`config.mk`:
```
export PLATFORM = sky130hd
export DESIGN_NAME = eth_block_sync
export DESIGN_NICKNAME = d
export VERILOG_FILES = /design/src/rtl/eth_pcs_pkg.sv /design/src/rtl/eth_block_sync_lane.sv /design/src/rtl/eth_block_sync.sv
export SDC_FILE = /design/constraint.sdc
export NUM_CORES = 1
export LEC_CHECK = 0
export BUFFER_PORTS_ARGS = -buffer_cell sky130_fd_sc_hd__buf_2
export CORE_MARGIN = 2
export CORE_UTILIZATION = 35
export CTS_CLUSTER_DIAMETER = 60
export DETAILED_ROUTE_END_ITERATION = 12
export MAX_ROUTING_LAYER = met4
export PLACE_DENSITY = 0.53
export SYNTH_ARGS = -nofsm -noshare
export SYNTH_HDL_FRONTEND = slang
export SYNTH_SLANG_ARGS = --single-unit
```
`constraint.sdc`:
```
create_clock -name i_clk -period 3.19 [get_ports i_clk]
set_clock_uncertainty 0.05 [all_clocks]
set_input_delay 0.7975 -clock i_clk [delete_from_list [all_inputs] [get_ports i_clk]]
set_output_delay 0.7975 -clock i_clk [all_outputs]
set_load 0.05 [all_outputs]
```
`src/rtl/eth_pcs_pkg.sv`:
```
// Shared types and constants for the 64b/66b PCS receive path.
package eth_pcs_pkg;

  // Block-lock FSM states
  typedef enum logic [1:0] {
    LOCK_INIT = 2'd0,
    RESET_CNT = 2'd1,
    TEST_SH   = 2'd2,
    SLIP      = 2'd3
  } bl_fsm_t;

  localparam logic [1:0] SH_DATA = 2'b01;
  localparam logic [1:0] SH_CTRL = 2'b10;

  // A sync header is valid only if its two bits differ in one of the two legal ways
  function automatic logic sh_is_valid(input logic [1:0] hdr);
    return (hdr == SH_DATA) || (hdr == SH_CTRL);
  endfunction

endpackage

```
`src/rtl/eth_block_sync_lane.sv`:
```
// One lane of the 64b/66b block synchroniser: lock FSM, header counters,
// slip request, saturating slip statistics and lock-loss pulse.
module eth_block_sync_lane
  import eth_pcs_pkg::*;
#(
  parameter int SH_CNT_MAX     = 64,
  parameter int SH_INVALID_MAX = 16,
  parameter int SLIP_WAIT      = 4,
  parameter int SLIP_CNT_W     = 16
) (
  input  logic                  i_clk,
  input  logic                  i_rst_n,
  input  logic [1:0]            i_header,
  input  logic                  i_header_valid,
  input  logic                  i_stat_clr,
  output logic                  o_block_lock,
  output logic                  o_rxslip,
  output logic                  o_lock_lost,
  output logic [SLIP_CNT_W-1:0] o_slip_count
);

  localparam int CW = $clog2(SH_CNT_MAX + 1);
  localparam int WW = (SLIP_WAIT > 1) ? $clog2(SLIP_WAIT) : 1;
  localparam logic [CW-1:0] CNT_MAX   = CW'(SH_CNT_MAX);
  localparam logic [CW-1:0] INV_MAX   = CW'(SH_INVALID_MAX);
  localparam logic [WW-1:0] WAIT_LOAD = WW'(SLIP_WAIT - 1);

  bl_fsm_t               state_q, state_d;
  logic                  lock_q, lock_d;
  logic [CW-1:0]         sh_cnt_q, sh_cnt_d;
  logic [CW-1:0]         sh_inv_q, sh_inv_d;
  logic [WW-1:0]         wait_q, wait_d;
  logic                  rxslip_q, rxslip_d;
  logic                  lost_q;
  logic [SLIP_CNT_W-1:0] slip_cnt_q, slip_cnt_d;
  logic                  hdr_ok;
  logic [CW-1:0]         nc, ni;

  assign hdr_ok = sh_is_valid(i_header);
  assign nc     = sh_cnt_q + 1'b1;
  assign ni     = sh_inv_q + CW'(!hdr_ok);

  // Next-state logic: lock FSM, window counters and slip dwell timer
  always_comb begin
    state_d  = state_q;
    lock_d   = lock_q;
    sh_cnt_d = sh_cnt_q;
    sh_inv_d = sh_inv_q;
    wait_d   = wait_q;
    rxslip_d = 1'b0;
    case (state_q)
      LOCK_INIT: begin
        lock_d  = 1'b0;
        state_d = RESET_CNT;
      end
      RESET_CNT: begin
        sh_cnt_d = '0;
        sh_inv_d = '0;
        state_d  = TEST_SH;
      end
      TEST_SH: begin
        if (i_header_valid) begin
          sh_cnt_d = nc;
          if (hdr_ok) begin
            if (nc == CNT_MAX) begin
              if (ni == '0) lock_d = 1'b1;
              state_d = RESET_CNT;
            end
          end else begin
            sh_inv_d = ni;
            // Slip wins over a window that happens to end on the same header
            if ((ni == INV_MAX) || !lock_q) begin
              state_d  = SLIP;
              lock_d   = 1'b0;
              rxslip_d = 1'b1;
              wait_d   = WAIT_LOAD;
            end else if (nc == CNT_MAX) begin
              state_d = RESET_CNT;
            end
          end
        end
      end
      SLIP: begin
        // Dwell is time-based so the GT has settled before headers are recounted
        if (wait_q == '0) state_d = RESET_CNT;
        else              wait_d  = wait_q - 1'b1;
      end
      default: begin
        state_d = LOCK_INIT;
        lock_d  = 1'b0;
      end
    endcase
  end

  // Slip statistic: counts the visible rxslip pulse, clear takes precedence but keeps a coincident slip
  always_comb begin
    slip_cnt_d = slip_cnt_q;
    if (i_stat_clr)
      slip_cnt_d = SLIP_CNT_W'(rxslip_q);
    else if (rxslip_q && !(&slip_cnt_q))
      slip_cnt_d = slip_cnt_q + 1'b1;
  end

  // State and output registers
  always_ff @(posedge i_clk or negedge i_rst_n) begin
    if (!i_rst_n) begin
      state_q    <= LOCK_INIT;
      lock_q     <= 1'b0;
      sh_cnt_q   <= '0;
      sh_inv_q   <= '0;
      wait_q     <= '0;
      rxslip_q   <= 1'b0;
      lost_q     <= 1'b0;
      slip_cnt_q <= '0;
    end else begin
      state_q    <= state_d;
      lock_q     <= lock_d;
      sh_cnt_q   <= sh_cnt_d;
      sh_inv_q   <= sh_inv_d;
      wait_q     <= wait_d;
      rxslip_q   <= rxslip_d;
      lost_q     <= lock_q & ~lock_d;
      slip_cnt_q <= slip_cnt_d;
    end
  end

  assign o_block_lock = lock_q;
  assign o_rxslip     = rxslip_q;
  assign o_lock_lost  = lost_q;
  assign o_slip_count = slip_cnt_q;

endmodule

```
`src/rtl/eth_block_sync.sv`:
```
// Multi-lane 64b/66b block synchroniser: independent per-lane lock FSMs
// plus a registered all-lanes-locked flag.
module eth_block_sync
  import eth_pcs_pkg::*;
#(
  parameter int NUM_LANES      = 1,
  parameter int SH_CNT_MAX     = 64,
  parameter int SH_INVALID_MAX = 16,
  parameter int SLIP_WAIT      = 4,
  parameter int SLIP_CNT_W     = 16
) (
  input  logic                            i_clk,
  input  logic                            i_rst_n,
  input  logic [2*NUM_LANES-1:0]          i_header,
  input  logic [NUM_LANES-1:0]            i_header_valid,
  input  logic                            i_stat_clr,
  output logic [NUM_LANES-1:0]            o_block_lock,
  output logic [NUM_LANES-1:0]            o_rxslip,
  output logic [NUM_LANES-1:0]            o_lock_lost,
  output logic [NUM_LANES*SLIP_CNT_W-1:0] o_slip_count,
  output logic                            o_all_locked
);

  logic [NUM_LANES-1:0] block_lock_w;
  logic                 all_locked_q;

  genvar gi;
  generate
    for (gi = 0; gi < NUM_LANES; gi++) begin : g_lane
      eth_block_sync_lane #(
        .SH_CNT_MAX     (SH_CNT_MAX),
        .SH_INVALID_MAX (SH_INVALID_MAX),
        .SLIP_WAIT      (SLIP_WAIT),
        .SLIP_CNT_W     (SLIP_CNT_W)
      ) u_lane (
        .i_clk          (i_clk),
        .i_rst_n        (i_rst_n),
        .i_header       (i_header[2*gi +: 2]),
        .i_header_valid (i_header_valid[gi]),
        .i_stat_clr     (i_stat_clr),
        .o_block_lock   (block_lock_w[gi]),
        .o_rxslip       (o_rxslip[gi]),
        .o_lock_lost    (o_lock_lost[gi]),
        .o_slip_count   (o_slip_count[SLIP_CNT_W*gi +: SLIP_CNT_W])
      );
    end
  endgenerate

  // Aggregate lock flag, one cycle behind the per-lane flags
  always_ff @(posedge i_clk or negedge i_rst_n) begin
    if (!i_rst_n) all_locked_q <= 1'b0;
    else          all_locked_q <= &block_lock_w;
  end

  assign o_block_lock = block_lock_w;
  assign o_all_locked = all_locked_q;

endmodule

```
==> results of run 1 <==
-- Yosys cell counts, types with 2 or more instances --
library cell / count / area, um^2
xor2_1: 7 / 61.3
o31ai_1: 4 / 30.0
ha_1: 9 / 113
inv_1: 7 / 26.3
clkbuf_1: 6 / 22.5
nor2b_1: 2 / 12.5
nand3_1: 12 / 60.1
o21ai_0: 21 / 105
mux2i_1: 5 / 50.1
dfrtp_1: 38 / 951
nand4_1: 3 / 18.8
a21oi_1: 9 / 45.0
and3_1: 6 / 37.5
and4_1: 4 / 35.0
a211oi_1: 2 / 15.0
nor2_1: 27 / 101
nand2b_1: 3 / 18.8
xnor2_1: 7 / 61.3
nor3_1: 9 / 45.0
nand2_1: 30 / 113
nand3b_1: 2 / 15.0
a31oi_1: 2 / 12.5
-- layout by cell type (no fill, tap or decap), types with 2 or more instances in the layout --
cell type   n
nor2_1     27
o21ai_0    21
xor2_1      7
nand2b_1    3
dfrtp_1    38
and4_1      4
nor2b_1     2
a31oi_1     2
clkbuf_8    6
ha_1        9
nand3_1    12
buf_4       4
xnor2_1     7
a211oi_1    2
nand3b_1    2
nand4_1     3
nand2_1    30
inv_1       7
buf_2      25
o31ai_1     4
nor3_1      9
mux2i_1     5
and3_1      6
a21oi_1     9
-- tightest hold or removal path, stage by stage, from the launching register on --
cell     delay, ns
dfrtp_1       0.35
nand2_1       0.05
o21ai_0       0.06
-- flip-flops by register name, summed over array words and instances, names as in the netlist --
signal,cells
o_all_locked,1
g_lane.u_lane.sh_cnt_q,7
g_lane.u_lane.o_rxslip,1
g_lane.u_lane.sh_inv_q,7
g_lane.u_lane.o_lock_lost,1
g_lane.u_lane.o_slip_count,16
g_lane.u_lane.o_block_lock,1
g_lane.u_lane.wait_q,2
g_lane.u_lane.state_q,2
-- worst max-delay path by stage --
stage,startpoint,endpoint,slack (ns),cells after the start
final,i_header[0],g_lane[0].u_lane.wait_q[1],0.43,10
after global routing,i_header[0],g_lane[0].u_lane.wait_q[1],0.21,10
after CTS,i_header[0],g_lane[0].u_lane.wait_q[1],0.42,10
after detailed placement,i_header[0],g_lane[0].u_lane.wait_q[1],0.11,10
after global placement,i_header[0],g_lane[0].u_lane.wait_q[1],0.16,10
after floorplan,i_header[0],g_lane[0].u_lane.wait_q[1],0.02,9
-- metal layers --
| metal | routed length (um) | part of all wire, % | global-route usage (%) |
|---|---|---|---|
| met1 | 2300 | 49 | 19.4 |
| met2 | 2160 | 46 | 22.3 |
| met3 | 159 | 3.4 | 3.38 |
| met4 | 46 | 0.99 | 3.58 |
| met5 | 0 | 0 | - |
-- cell families after synthesis --
family | Yosys count | synth area share [%]
buf+inv | 15 | 2.99
compound gates | 51 | 14.6
xor+xnor | 14 | 5.63
flops | 38 | 43.6
mux | 5 | 2.30
simple gates | 109 | 25.7
fa+ha+maj | 9 | 5.17
-- power by group through the flow --
stage	clock [mW]	combinational, mW	sequential, mW
6_report	0.422	0.355	0.556
5_1_grt	0.458	0.417	0.562
4_1_cts	0.436	0.364	0.556
3_5_place_dp	0	0.363	0.566
3_3_place_gp	0	0.360	0.564
2_1_floorplan	0	0.264	0.567
-- area by class of cell --
class                   instances  share of cell area [%]
repair buffers                 29                    6.20
flip-flops and latches         38                    38.0
multi-input cells             188                    46.5
well taps                      75                    3.75
clock buffers                   6                    3.30
inverters                       7                    1.05
clock inverters                 1                    1.20
-- stage by stage --
stage / utilization (%) / instances
4_1_cts: 42.0 / 344
6_report: 42.0 / 344
3_3_place_gp: 40.1 / 337
3_5_place_dp: 40.1 / 337
2_1_floorplan: - / 241
5_1_grt: 42.0 / 344
==> flow_summary.json, run 1 <==
{
  "outcome": "completed",
  "drive_gt1_share_pct": 16.7,
  "overflow": 0,
  "min-delay-start": "g_lane[0].u_lane.sh_inv_q[0]",
  "crit_type": "input pin to flop",
  "drc": 0,
  "io_pins": 26,
  "rows": 28,
  "syn_area_per_cell_um2": 9.04,
  "start_util_pct": 36.6,
  "hold_end": "g_lane[0].u_lane.sh_inv_q[0]",
  "grt_max_degree": 39,
  "path_common_cell": "ha_1",
  "r2r_end": "g_lane[0].u_lane.wait_q[1]",
  "antenna_found_initial": 0,
  "syn_nets": 256,
  "dp_hpwl_um": 3250,
  "ff2ff_path_depth": 8,
  "crit-reg2reg-launch": "g_lane[0].u_lane.sh_inv_q[0]",
  "synthFlopType": "dfrtp_1",
  "final.min_clock_period_ns": 2.76,
  "irDropWorstVdd_uv": 360,
  "vias_per_cell": 5.12,
  "die_y_um": 82.9,
  "wl_um": 4660,
  "p_sw_share_pct": 32.9,
  "p_int_mw": 0.895,
  "cts_resized": 0,
  "rsz0062_at_grt": "no",
  "power_switching_mw": 0.439,
  "globalplace.congestion": 0.805,
  "max_cap_violations": 0,
  "io_buffers": 25,
  "first_pass_iters": 4,
  "synth_edf_count": 0,
  "whs_path_depth": 2,
  "async_flop_share_pct": 100,
  "hold_ws_ns": 0.445,
  "hold_buffers": 0,
  "worst-slew-pin-transition_ns": 0.880,
  "cts_setup_buffers": 0,
  "fmax_mhz": 362,
  "cts_inserted_buffers": 5,
  "cts.sinks": 38,
  "r2r_slack_ns": 0.84,
  "nets": 284,
  "tns_ns": 0,
  "ant_nets": 0,
  "clk_pin_slew_worst_paths_ns": 0.08,
  "die_x_um": 82.9,
  "ys_ff_latch": 38,
  "dieArea_um2": 6870,
  "multiInputGateArea_um2": 1160,
  "period_share_pct": 86.5,
  "slew_headroom_pct": 41.3,
  "avgRoutedWirePerCell_um": 13.6,
  "worstSetupStartpointType": "input pin",
  "critPathSlowestCell": "or4_1",
  "cp-end-kind": "flop",
  "cp.required_ns": 3.34,
  "n_fill_cell": 595,
  "clock_path_buffers": 2,
  "worst_ep_arrival_time_ns": 2.91,
  "slowest_delay_ns": 0.50,
  "root_buffer": "clkbuf_8",
  "ys_warn_count": 0,
  "grt_pass1_vias": 1677,
  "num_antenna_cells": 0,
  "core_area_um2": 5960,
  "worst-path-buf-inv": 1,
  "cp_cell_sequence": "buf_2, xnor2_1, ha_1, ha_1, or4_1, a21oi_1, o211ai_1, a21oi_2, nor3_1, a211oi_1",
  "synth_area_um2": 2180,
  "area_growth_pct": 14.8,
  "via_count": 1762,
  "pre_cts_slack_ns": 0.109,
  "synthCells": 241,
  "setup_slack_ns": 0.431,
  "hold_viol": 0,
  "crit_family": "compound AO/OA/AOI/OAI gates",
  "setup_viol": 0,
  "track_usage_pct": 14.5,
  "clk_latency_ns": 0.29,
  "hp-class": "flop to flop",
  "h-tree-depth": 2,
  "p_leak_nw": 1.14,
  "pwr-share-seq_pct": 41.7,
  "grt_pass1_wl_um": 8050,
  "maxSlewViolCount": 0,
  "cp_max_fo": 5,
  "power_density_nw_per_um2": 533,
  "ys_seq_area_share_pct": 43.6,
  "p_comb_share_pct": 26.7,
  "ys_types": 48,
  "dr.first_iter.drc_count": 53,
  "stdcell_area_um2": 2500,
  "placed_cell_area_um2": 2390,
  "p_clk_share_pct": 31.7,
  "regArea_um2": 951,
  "power_mw": 1.33,
  "tritoncts": "built"
}
Note: power is estimated with default switching activity, not from simulation.
==> run 2: changes to the inputs <==
- RECOVER_POWER: unset -> 25
==> flow_summary.json, run 2 (synthesized netlist as in run 1, its figures left out) <==
{
  "violations": "capacitance limit, slew limit",
  "hold_viol": 0,
  "power_density_nw_per_um2": 533,
  "cp.required_ns": 3.34,
  "dr.first_iter.drc_count": 53,
  "hold_buffers": 0,
  "irDropWorstVdd_uv": 360,
  "fmax_mhz": 362,
  "clk_pin_slew_worst_paths_ns": 0.08,
  "grt_max_degree": 39,
  "worst_ep_arrival_time_ns": 2.91,
  "worst-slew-pin-transition_ns": 2.10,
  "die_x_um": 82.9,
  "rsz0062_at_grt": "no",
  "dieArea_um2": 6870,
  "drive_gt1_share_pct": 16.4,
  "nets": 284,
  "max_cap_violations": 1,
  "tritoncts": "built",
  "pwr-share-seq_pct": 41.7,
  "clock_path_buffers": 2,
  "cts_inserted_buffers": 5,
  "first_pass_iters": 4,
  "layout_commonest_cell": "dfrtp_1",
  "die_y_um": 82.9,
  "root_buffer": "clkbuf_8",
  "h-tree-depth": 2,
  "core_area_um2": 5960,
  "worstSetupStartpointType": "input pin",
  "grt_pass1_wl_um": 8050,
  "tns_ns": 0,
  "cp_max_fo": 5,
  "vias_per_cell": 5.12,
  "io_buffers": 25,
  "avgRoutedWirePerCell_um": 13.5,
  "dp_hpwl_um": 3250,
  "final.min_clock_period_ns": 2.76,
  "hp-class": "flop to flop",
  "p_comb_share_pct": 26.6,
  "via_count": 1762,
  "ant_nets": 0,
  "p_sw_share_pct": 32.9,
  "power_mw": 1.33,
  "cts_setup_buffers": 0,
  "rows": 28,
  "wl_um": 4660,
  "power_switching_mw": 0.439,
  "slew_headroom_pct": -40.1,
  "io_pins": 26,
  "num_antenna_cells": 0,
  "period_share_pct": 86.5,
  "ff2ff_path_depth": 8,
  "cts_resized": 0,
  "clk_latency_ns": 0.29,
  "maxSlewViolCount": 39,
  "p_leak_nw": 1.13,
  "globalplace.congestion": 0.805,
  "mostFrequentLayoutCells": "38 x dfrtp_1, 30 x nand2_1, 27 x nor2_1, 24 x buf_2, 21 x o21ai_0",
  "outcome": "complete, but fails checks",
  "grt_pass1_vias": 1677,
  "drc": 0,
  "largest_reg_flops": 16,
  "track_usage_pct": 14.5,
  "cp-end-kind": "flop",
  "antenna_found_initial": 0,
  "p_int_mw": 0.895,
  "setup_viol": 0,
  "n_fill_cell": 595,
  "cts.sinks": 38,
  "start_util_pct": 36.6,
  "overflow": 0,
  "area_growth_pct": 14.8,
  "whs_path_depth": 2,
  "crit_type": "input pin to flop",
  "p_clk_share_pct": 31.7
}
[run 2: changes by cell type in the layout (fill, tap and decap cells not counted), sizes merged]
cell / before / now
buf: 29 / 28
clkbuf: 6 / 7
[run 2: layout make-up]
class / count / area (um^2) / area share [%]
flip-flops and latches: 38 / 951 / 38.0
repair buffers: 29 / 154 / 6.15
inverters: 7 / 26.3 / 1.05
clock inverters: 1 / 30.0 / 1.20
clock buffers: 6 / 82.6 / 3.30
multi-input cells: 188 / 1160 / 46.5
well taps: 75 / 93.8 / 3.75
[run 2: routing by layer]
metal / track usage [%] / up-vias / part of all wire (%)
met5: - / - / 0
met4: 3.58 / 0 / 0.99
met3: 3.38 / 5 / 3.4
met2: 22.3 / 26 / 46
met1: 19.4 / 819 / 49
li1: - / 912 / -
[run 2: power groups by stage]
stage | Combinational (mW) | Clock (mW) | Sequential, mW
floorplan | 0.264 | 0 | 0.567
global placement | 0.360 | 0 | 0.564
detailed placement | 0.363 | 0 | 0.566
CTS | 0.364 | 0.436 | 0.556
global route | 0.416 | 0.458 | 0.562
finish | 0.355 | 0.422 | 0.556
[run 2: final timing paths]
check                                             start                                to  slack [ns]
max reg2reg                g_lane[0].u_lane.sh_inv_q[0]        g_lane[0].u_lane.wait_q[1]        0.84
min                        g_lane[0].u_lane.sh_inv_q[0]      g_lane[0].u_lane.sh_inv_q[0]        0.44
min reg2reg                g_lane[0].u_lane.sh_inv_q[0]      g_lane[0].u_lane.sh_inv_q[0]        0.44
max in group asynchronous                       i_rst_n      g_lane[0].u_lane.sh_inv_q[0]        0.82
min in group asynchronous                       i_rst_n  g_lane[0].u_lane.o_slip_count[6]        1.05
max                                         i_header[0]        g_lane[0].u_lane.wait_q[1]        0.43
[run 2: through the flow]
stage | setup WS, ns | cell area (um^2) | util [%] | cells | hold WS, ns
floorplan | 0.0199 | 2180 | - | 241 | 0.405
global placement | 0.156 | 2390 | 40.1 | 337 | 0.431
detailed placement | 0.109 | 2390 | 40.1 | 337 | 0.434
CTS | 0.420 | 2500 | 42.0 | 344 | 0.449
global route | 0.214 | 2500 | 42.0 | 344 | 0.477
finish | 0.431 | 2500 | 42.0 | 344 | 0.445
[run 2: worst max-delay path: stages]
cell and delay (ns):
buf_2 0.10, xnor2_1 0.22, ha_1 0.21, ha_1 0.25, or4_1 0.50, a21oi_1 0.16, o211ai_1 0.14, a21oi_2 0.25
nor3_1 0.08, a211oi_1 0.20
